File: src/rtl/fetch_pc_pkg.sv
// fetch_pc_pkg: shared types and constants for the fetch PC generator.
//   redirect_cause_e     : which redirect source won arbitration this cycle.
//   group_bytes()        : bytes covered by one fetch group (4 per instruction).
//   DEFAULT_RESET_VECTOR : PC loaded by reset unless the top overrides it.
package fetch_pc_pkg;

  typedef enum logic [1:0] {
    REDIR_NONE = 2'd0,
    REDIR_BR   = 2'd1,
    REDIR_EXC  = 2'd2
  } redirect_cause_e;

  localparam logic [31:0] DEFAULT_RESET_VECTOR = 32'hBFC0_0000;

  function automatic int group_bytes(input int fetch_width);
    return 4 * fetch_width;
  endfunction

endpackage

File: src/rtl/fetch_pc_redirect_arb.sv
// fetch_pc_redirect_arb: combinational priority select between the redirect
// sources. Exceptions beat branches; the losing branch is simply dropped.
//   exc_req / exc_target : exception or ERET redirect request and target
//   br_req  / br_target  : branch redirect request and target (already gated
//                          by the caller when branches must be ignored)
//   cause                : winning source, REDIR_NONE when nothing requests
//   target               : selected target address
//   misaligned           : selected target is not word aligned
module fetch_pc_redirect_arb
  import fetch_pc_pkg::*;
#(
  parameter int ADDR_W = 32
) (
  input  logic              exc_req,
  input  logic [ADDR_W-1:0] exc_target,
  input  logic              br_req,
  input  logic [ADDR_W-1:0] br_target,
  output redirect_cause_e   cause,
  output logic [ADDR_W-1:0] target,
  output logic              misaligned
);

  always_comb begin
    cause  = REDIR_NONE;
    target = br_target;
    if (exc_req) begin
      cause  = REDIR_EXC;
      target = exc_target;
    end else if (br_req) begin
      cause  = REDIR_BR;
    end
  end

  assign misaligned = (cause != REDIR_NONE) && (target[1:0] != 2'b00);

endmodule

File: src/rtl/fetch_pc_gen.sv
// fetch_pc_gen: program-counter generator for the instruction fetch stage.
// Presents one aligned fetch group of FETCH_WIDTH instructions per cycle and
// takes registered redirects (exception over branch) with one cycle latency.
// A misaligned redirect target parks the generator in a sticky fault that
// only an aligned exception redirect or reset can clear.
//
// Optional feature macro: FETCH_PC_PERF_CNT_EN enables the redirect and
// stall counters; without it both counter ports are tied to zero.
//
// Ports:
//   clk, rst           : clock, synchronous active-high reset
//   fetch_ready_i      : fetch stage accepts the current group
//   br_redirect_i/br_target_i   : branch redirect request and target
//   exc_redirect_i/exc_target_i : exception/ERET redirect request and target
//   pc_o               : current fetch PC (registered)
//   pc_valid_o         : pc_o may be fetched
//   slot_mask_o        : valid instruction slots within the group
//   flush_o            : one-cycle pulse after a redirect is taken
//   alignment_error_o  : sticky misaligned-PC fault
//   redirect_cnt_o     : redirects taken
//   stall_cnt_o        : cycles with a valid group held back by the fetch stage
module fetch_pc_gen
  import fetch_pc_pkg::*;
#(
  parameter int              ADDR_W       = 32,
  parameter int              FETCH_WIDTH  = 2,
  parameter logic [ADDR_W-1:0] RESET_VECTOR = ADDR_W'(DEFAULT_RESET_VECTOR)
) (
  input  logic                   clk,
  input  logic                   rst,
  input  logic                   fetch_ready_i,
  input  logic                   br_redirect_i,
  input  logic [ADDR_W-1:0]      br_target_i,
  input  logic                   exc_redirect_i,
  input  logic [ADDR_W-1:0]      exc_target_i,
  output logic [ADDR_W-1:0]      pc_o,
  output logic                   pc_valid_o,
  output logic [FETCH_WIDTH-1:0] slot_mask_o,
  output logic                   flush_o,
  output logic                   alignment_error_o,
  output logic [31:0]            redirect_cnt_o,
  output logic [31:0]            stall_cnt_o
);

  localparam int GROUP_BYTES = group_bytes(FETCH_WIDTH);
  localparam int OFS_W       = $clog2(GROUP_BYTES);

  logic [ADDR_W-1:0] pc_reg, pc_next;
  logic              valid_reg, valid_next;
  logic              fault_reg, fault_next;
  logic              flush_reg, flush_next;

  redirect_cause_e   redir_cause;
  logic [ADDR_W-1:0] redir_target;
  logic              redir_misaligned;
  logic              redir_taken;
  logic [ADDR_W-1:0] pc_advance;

  // While faulted the branch unit is most likely chasing a bogus path, so
  // only the exception unit is allowed to steer the PC.
  fetch_pc_redirect_arb #(
    .ADDR_W (ADDR_W)
  ) u_arb (
    .exc_req    (exc_redirect_i),
    .exc_target (exc_target_i),
    .br_req     (br_redirect_i && !fault_reg),
    .br_target  (br_target_i),
    .cause      (redir_cause),
    .target     (redir_target),
    .misaligned (redir_misaligned)
  );

  assign redir_taken = (redir_cause != REDIR_NONE);

  // Advancing always lands on the next group boundary, so an unaligned entry
  // into a group only costs the slots below the entry point once.
  assign pc_advance = {pc_reg[ADDR_W-1:OFS_W], {OFS_W{1'b0}}} + ADDR_W'(GROUP_BYTES);

  always_comb begin
    pc_next    = pc_reg;
    valid_next = valid_reg;
    fault_next = fault_reg;
    flush_next = 1'b0;
    if (redir_taken) begin
      pc_next    = redir_target;
      flush_next = 1'b1;
      fault_next = redir_misaligned;
      valid_next = !redir_misaligned;
    end else if (!fault_reg) begin
      // Also covers the first cycle after reset, when valid_reg is still low.
      valid_next = 1'b1;
      if (valid_reg && fetch_ready_i) begin
        pc_next = pc_advance;
      end
    end
  end

  always_ff @(posedge clk) begin
    if (rst) begin
      pc_reg    <= RESET_VECTOR;
      valid_reg <= 1'b0;
      fault_reg <= 1'b0;
      flush_reg <= 1'b0;
    end else begin
      pc_reg    <= pc_next;
      valid_reg <= valid_next;
      fault_reg <= fault_next;
      flush_reg <= flush_next;
    end
  end

  assign pc_o              = pc_reg;
  assign pc_valid_o        = valid_reg;
  assign flush_o           = flush_reg;
  assign alignment_error_o = fault_reg;

  generate
    if (FETCH_WIDTH == 1) begin : g_mask_single
      assign slot_mask_o = valid_reg;
    end else begin : g_mask_multi
      logic [OFS_W-3:0] slot_idx;
      assign slot_idx = pc_reg[OFS_W-1:2];
      for (genvar gi = 0; gi < FETCH_WIDTH; gi++) begin : g_slot
        assign slot_mask_o[gi] = valid_reg && (slot_idx <= (OFS_W-2)'(gi));
      end
    end
  endgenerate

`ifdef FETCH_PC_PERF_CNT_EN
  logic [31:0] redirect_cnt_reg;
  logic [31:0] stall_cnt_reg;
  logic        stall_event;

  assign stall_event = valid_reg && !fetch_ready_i && !redir_taken;

  always_ff @(posedge clk) begin
    if (rst) begin
      redirect_cnt_reg <= 32'd0;
      stall_cnt_reg    <= 32'd0;
    end else begin
      if (redir_taken) begin
        redirect_cnt_reg <= redirect_cnt_reg + 32'd1;
      end
      if (stall_event) begin
        stall_cnt_reg <= stall_cnt_reg + 32'd1;
      end
    end
  end

  assign redirect_cnt_o = redirect_cnt_reg;
  assign stall_cnt_o    = stall_cnt_reg;
`else
  assign redirect_cnt_o = 32'd0;
  assign stall_cnt_o    = 32'd0;
`endif

endmodule
File: config.mk
export PLATFORM = sky130hd
export DESIGN_NAME = fetch_pc_gen
export DESIGN_NICKNAME = d
export VERILOG_FILES = /design/src/rtl/fetch_pc_pkg.sv /design/src/rtl/fetch_pc_redirect_arb.sv /design/src/rtl/fetch_pc_gen.sv
export SDC_FILE = /design/constraint.sdc
export NUM_CORES = 1
export LEC_CHECK = 0
export ABC_AREA = 1
export CAP_MARGIN = 40
export CORE_MARGIN = 2
export CORE_UTILIZATION = 40
export CTS_CLUSTER_SIZE = 24
export DETAILED_ROUTE_END_ITERATION = 7
export GPL_ROUTABILITY_DRIVEN = 1
export GPL_TIMING_DRIVEN = 0
export PLACE_DENSITY = 0.82
export SLEW_MARGIN = 40
export SYNTH_ARGS = -nofsm -noshare
export SYNTH_HDL_FRONTEND = slang
export SYNTH_SLANG_ARGS = --single-unit
export TNS_END_PERCENT = 5
File: constraint.sdc
create_clock -name clk -period 1.89 [get_ports clk]
set_clock_uncertainty 0.15 [all_clocks]
set_input_delay 0.189 -clock clk [delete_from_list [all_inputs] [get_ports clk]]
set_output_delay 0.189 -clock clk [all_outputs]
set_load 0.02 [all_outputs]
==> impl_metrics.yaml <==
pwr:
  p_leak_uw: 0.002287
  ir_drop_mv: 0.2745
  p_per_area_mw_per_mm2: 534.6
sta:
  worst_pin_slew_ps: 740.6
  finalSetupViolations: 0
  maxSlewViolCount: 0
  fmax_mhz: 541.5
  setup_tns_ps: 0
  fin_ws_ps: 43.30
  finalHoldViolCount: 0
  slew-limit-headroom_pct: 50.63
  rsz0062_at_grt: "false"
  fin_crit_sh_pct: 97.71
  finalCriticalPeriod_ps: 1847
detailed_routing:
  routed_wl_um: 11180
  num_vias: 3842
  vias_per_cell: 4.657
  drc: 0
  wl_per_cell_um: 13.55
  drt_first_pass_iters: 4
  detail-route-antenna-nets: 0
  drt-initial-drc-count: 253
logic_synthesis:
  yosysMostFrequentCell: "nand2_1"
  yosysTopAreaCell: "nand2_1"
  ys_warn_count: 0
  syn_area_per_cell_um2: 5.871
  synth-edff-count: 0
  async_reset_ff_share_pct: 0
  synthFlopType: "dfxtp_1"
  ys_seq_area_share_pct: 21.74
  syn_inst: 549
  ys_top_cells_by_count: "nand2_1, buf_4, nor2_1"
  netlist_area_mm2: 0.003223
  ys_types: 32
  synthTopCellsByArea: "nand2_1, dfxtp_1, buf_4"
  yosysTopAreaCellShare_pct: 23.76
  ys_ff_latch: 35
place:
  gp_congestion: 0.9030
  hpwl_um: 8917
  pre_cts_ws_ps: -65.31
  numPortBuffers: 104
floorplan:
  initial_core_util_pct: 41.49
  fp.dieW_um: 93.77
  core-area_mm2: 0.007767
  io_pins: 170
  rows: 32
  die_h_um: 93.77
  design.die.area_mm2: 0.008792
status:
  status: "complete, no violations"
clock_tree:
  root_buffer: "clkbuf_8"
  clock_sinks: 35
  cts_tree: "built"
  cts.path.max_buffers: 2
  cts_made_buffers: 5
  clkLatencyLatePin_ps: 290
  cts_hold_buf: 0
  clk_pin_slew_ps: 70
  cts_htree_levels: 2
cells_and_area:
  drive_gt1_share_pct: 15.35
  fin_nets: 793
  syn2layout_area_growth_pct: 47.01
  diodes: 0
  fin_util_pct: 61.00
global_route:
  gr-usage-all-layers_pct: 25.27
  antenna_found_initial: 0
  grt_overflow: 0
  grt_pass1_wl_um: 17420
  grt_pass1_vias: 3582
  grt_max_degree: 11
worst_setup_path:
  cp_max_fo: 6
  worstSetupEndpointType: "output port"
  start_kind: "flip-flop"
  worstSetupPathType: "flip-flop to output port"
  cp.required_ps: 1550
  cp.arrival_ps: 1510
job:
  maxCapViolations: 0
hold_path:
  min_path_type: "input pin to flip-flop"
## layer usage
metal / GRT usage, % / vias to the layer above / wire (um)
met1: 31.69 / 1725 / 4722
met3: 2.889 / 11 / 761
met4: 6.884 / 0 / 173
met5: 0 / - / 0
li1: - / 1958 / -
met2: 45.48 / 148 / 5518
## placed cells by master, fill, tap and decap left out, types with 4 or more instances in the layout
master and count:
nor2_4 4, nand2_1 203, o21ai_0 13, nand4_1 5
dfxtp_1 31, clkdlybuf4s50_1 104, a21oi_1 14, nor2_1 60
nand3b_1 9, nand3_1 43, clkbuf_8 6, buf_2 8
nand3_2 5, conb_1 64, buf_4 70, a31oi_1 11
dfxtp_2 4, nor3_1 5, inv_1 30, clkbuf_1 7
## critical path: stages, from the launching register on
cell and delay (ps):
dfxtp_1 450, inv_1 80, nor2_1 80, clkdlybuf4s50_1 610
## path summary, 6_finish.rpt
kind	cells after the start	from	endpoint	slack [ps]
setup reg to reg	10	pc_o[4]$_SDFFE_PP0P_	pc_o[19]$_SDFFE_PP0P_	150
setup / recovery	3	pc_valid_o$_SDFFE_PP0P_	slot_mask_o[0]	40
hold / removal	6	exc_redirect_i	alignment_error_o$_SDFFE_PP0N_	280
hold reg to reg	2	pc_o[0]$_SDFFE_PP0P_	pc_o[0]$_SDFFE_PP0P_	330
## repair_timing
action / in CTS / in global routing
endpoints found under the setup margin: 4 / 4
gates resized for setup: 2 / 6
pin swaps: 0 / 1
hold endpoints to repair: 0 / 0
setup buffers: 0 / 0
## where the power goes
| part | switching (uW) | internal [uW] | total (uW) | leakage [uW] |
|---|---|---|---|---|
| combinational | 562 | 481 | 1040 | 0.00195 |
| clock | 287 | 286 | 574 | 0.0000470 |
| sequential | 108 | 810 | 917 | 0.000292 |
| total | 956 | 1580 | 2530 | 0.00229 |
## state kept, by name, indices dropped and copies added (netlist names)
register and flops:
pc_o 32, alignment_error_o 1, flush_o 1, pc_valid_o 1
## kinds of logic (layout without fill, tap and decap cells)
logic type      count (synthesis)  after routing  share of synthesized area [%]
buf+inv                       118            229                          22.28
xor+xnor                        3              3                         0.8154
other cells                     1             64                         0.1163
fa+ha+maj                       1              1                         0.3881
compound gates                 47             47                          8.463
flops                          35             35                          21.74
simple gates                  344            344                          46.20
## area by class of cell
class | instances | area (um2)
Inverter | 33 | 126.4
Fill cell | 773 | 3029
Multi-Input combinational cell | 459 | 2058
Buffer | 85 | 591.8
Clock inverter | 1 | 5.005
Timing Repair Buffer | 104 | 1041
Clock buffer | 6 | 82.58
Sequential cell | 35 | 705.7
Tap cell | 102 | 127.6
## through the flow
step	instances	cell area, um2	hold slack (ps)	total power (uW)
finish	825	4738	277.8	2533
global route	825	4738	303.9	2662
CTS	825	4720	276.8	2513
detailed placement	818	4628	323.4	1956
global placement	818	4628	305.7	1945
floorplan	612	3460	238.6	1538
No activity file was read; power rests on OpenSTA's default activity.
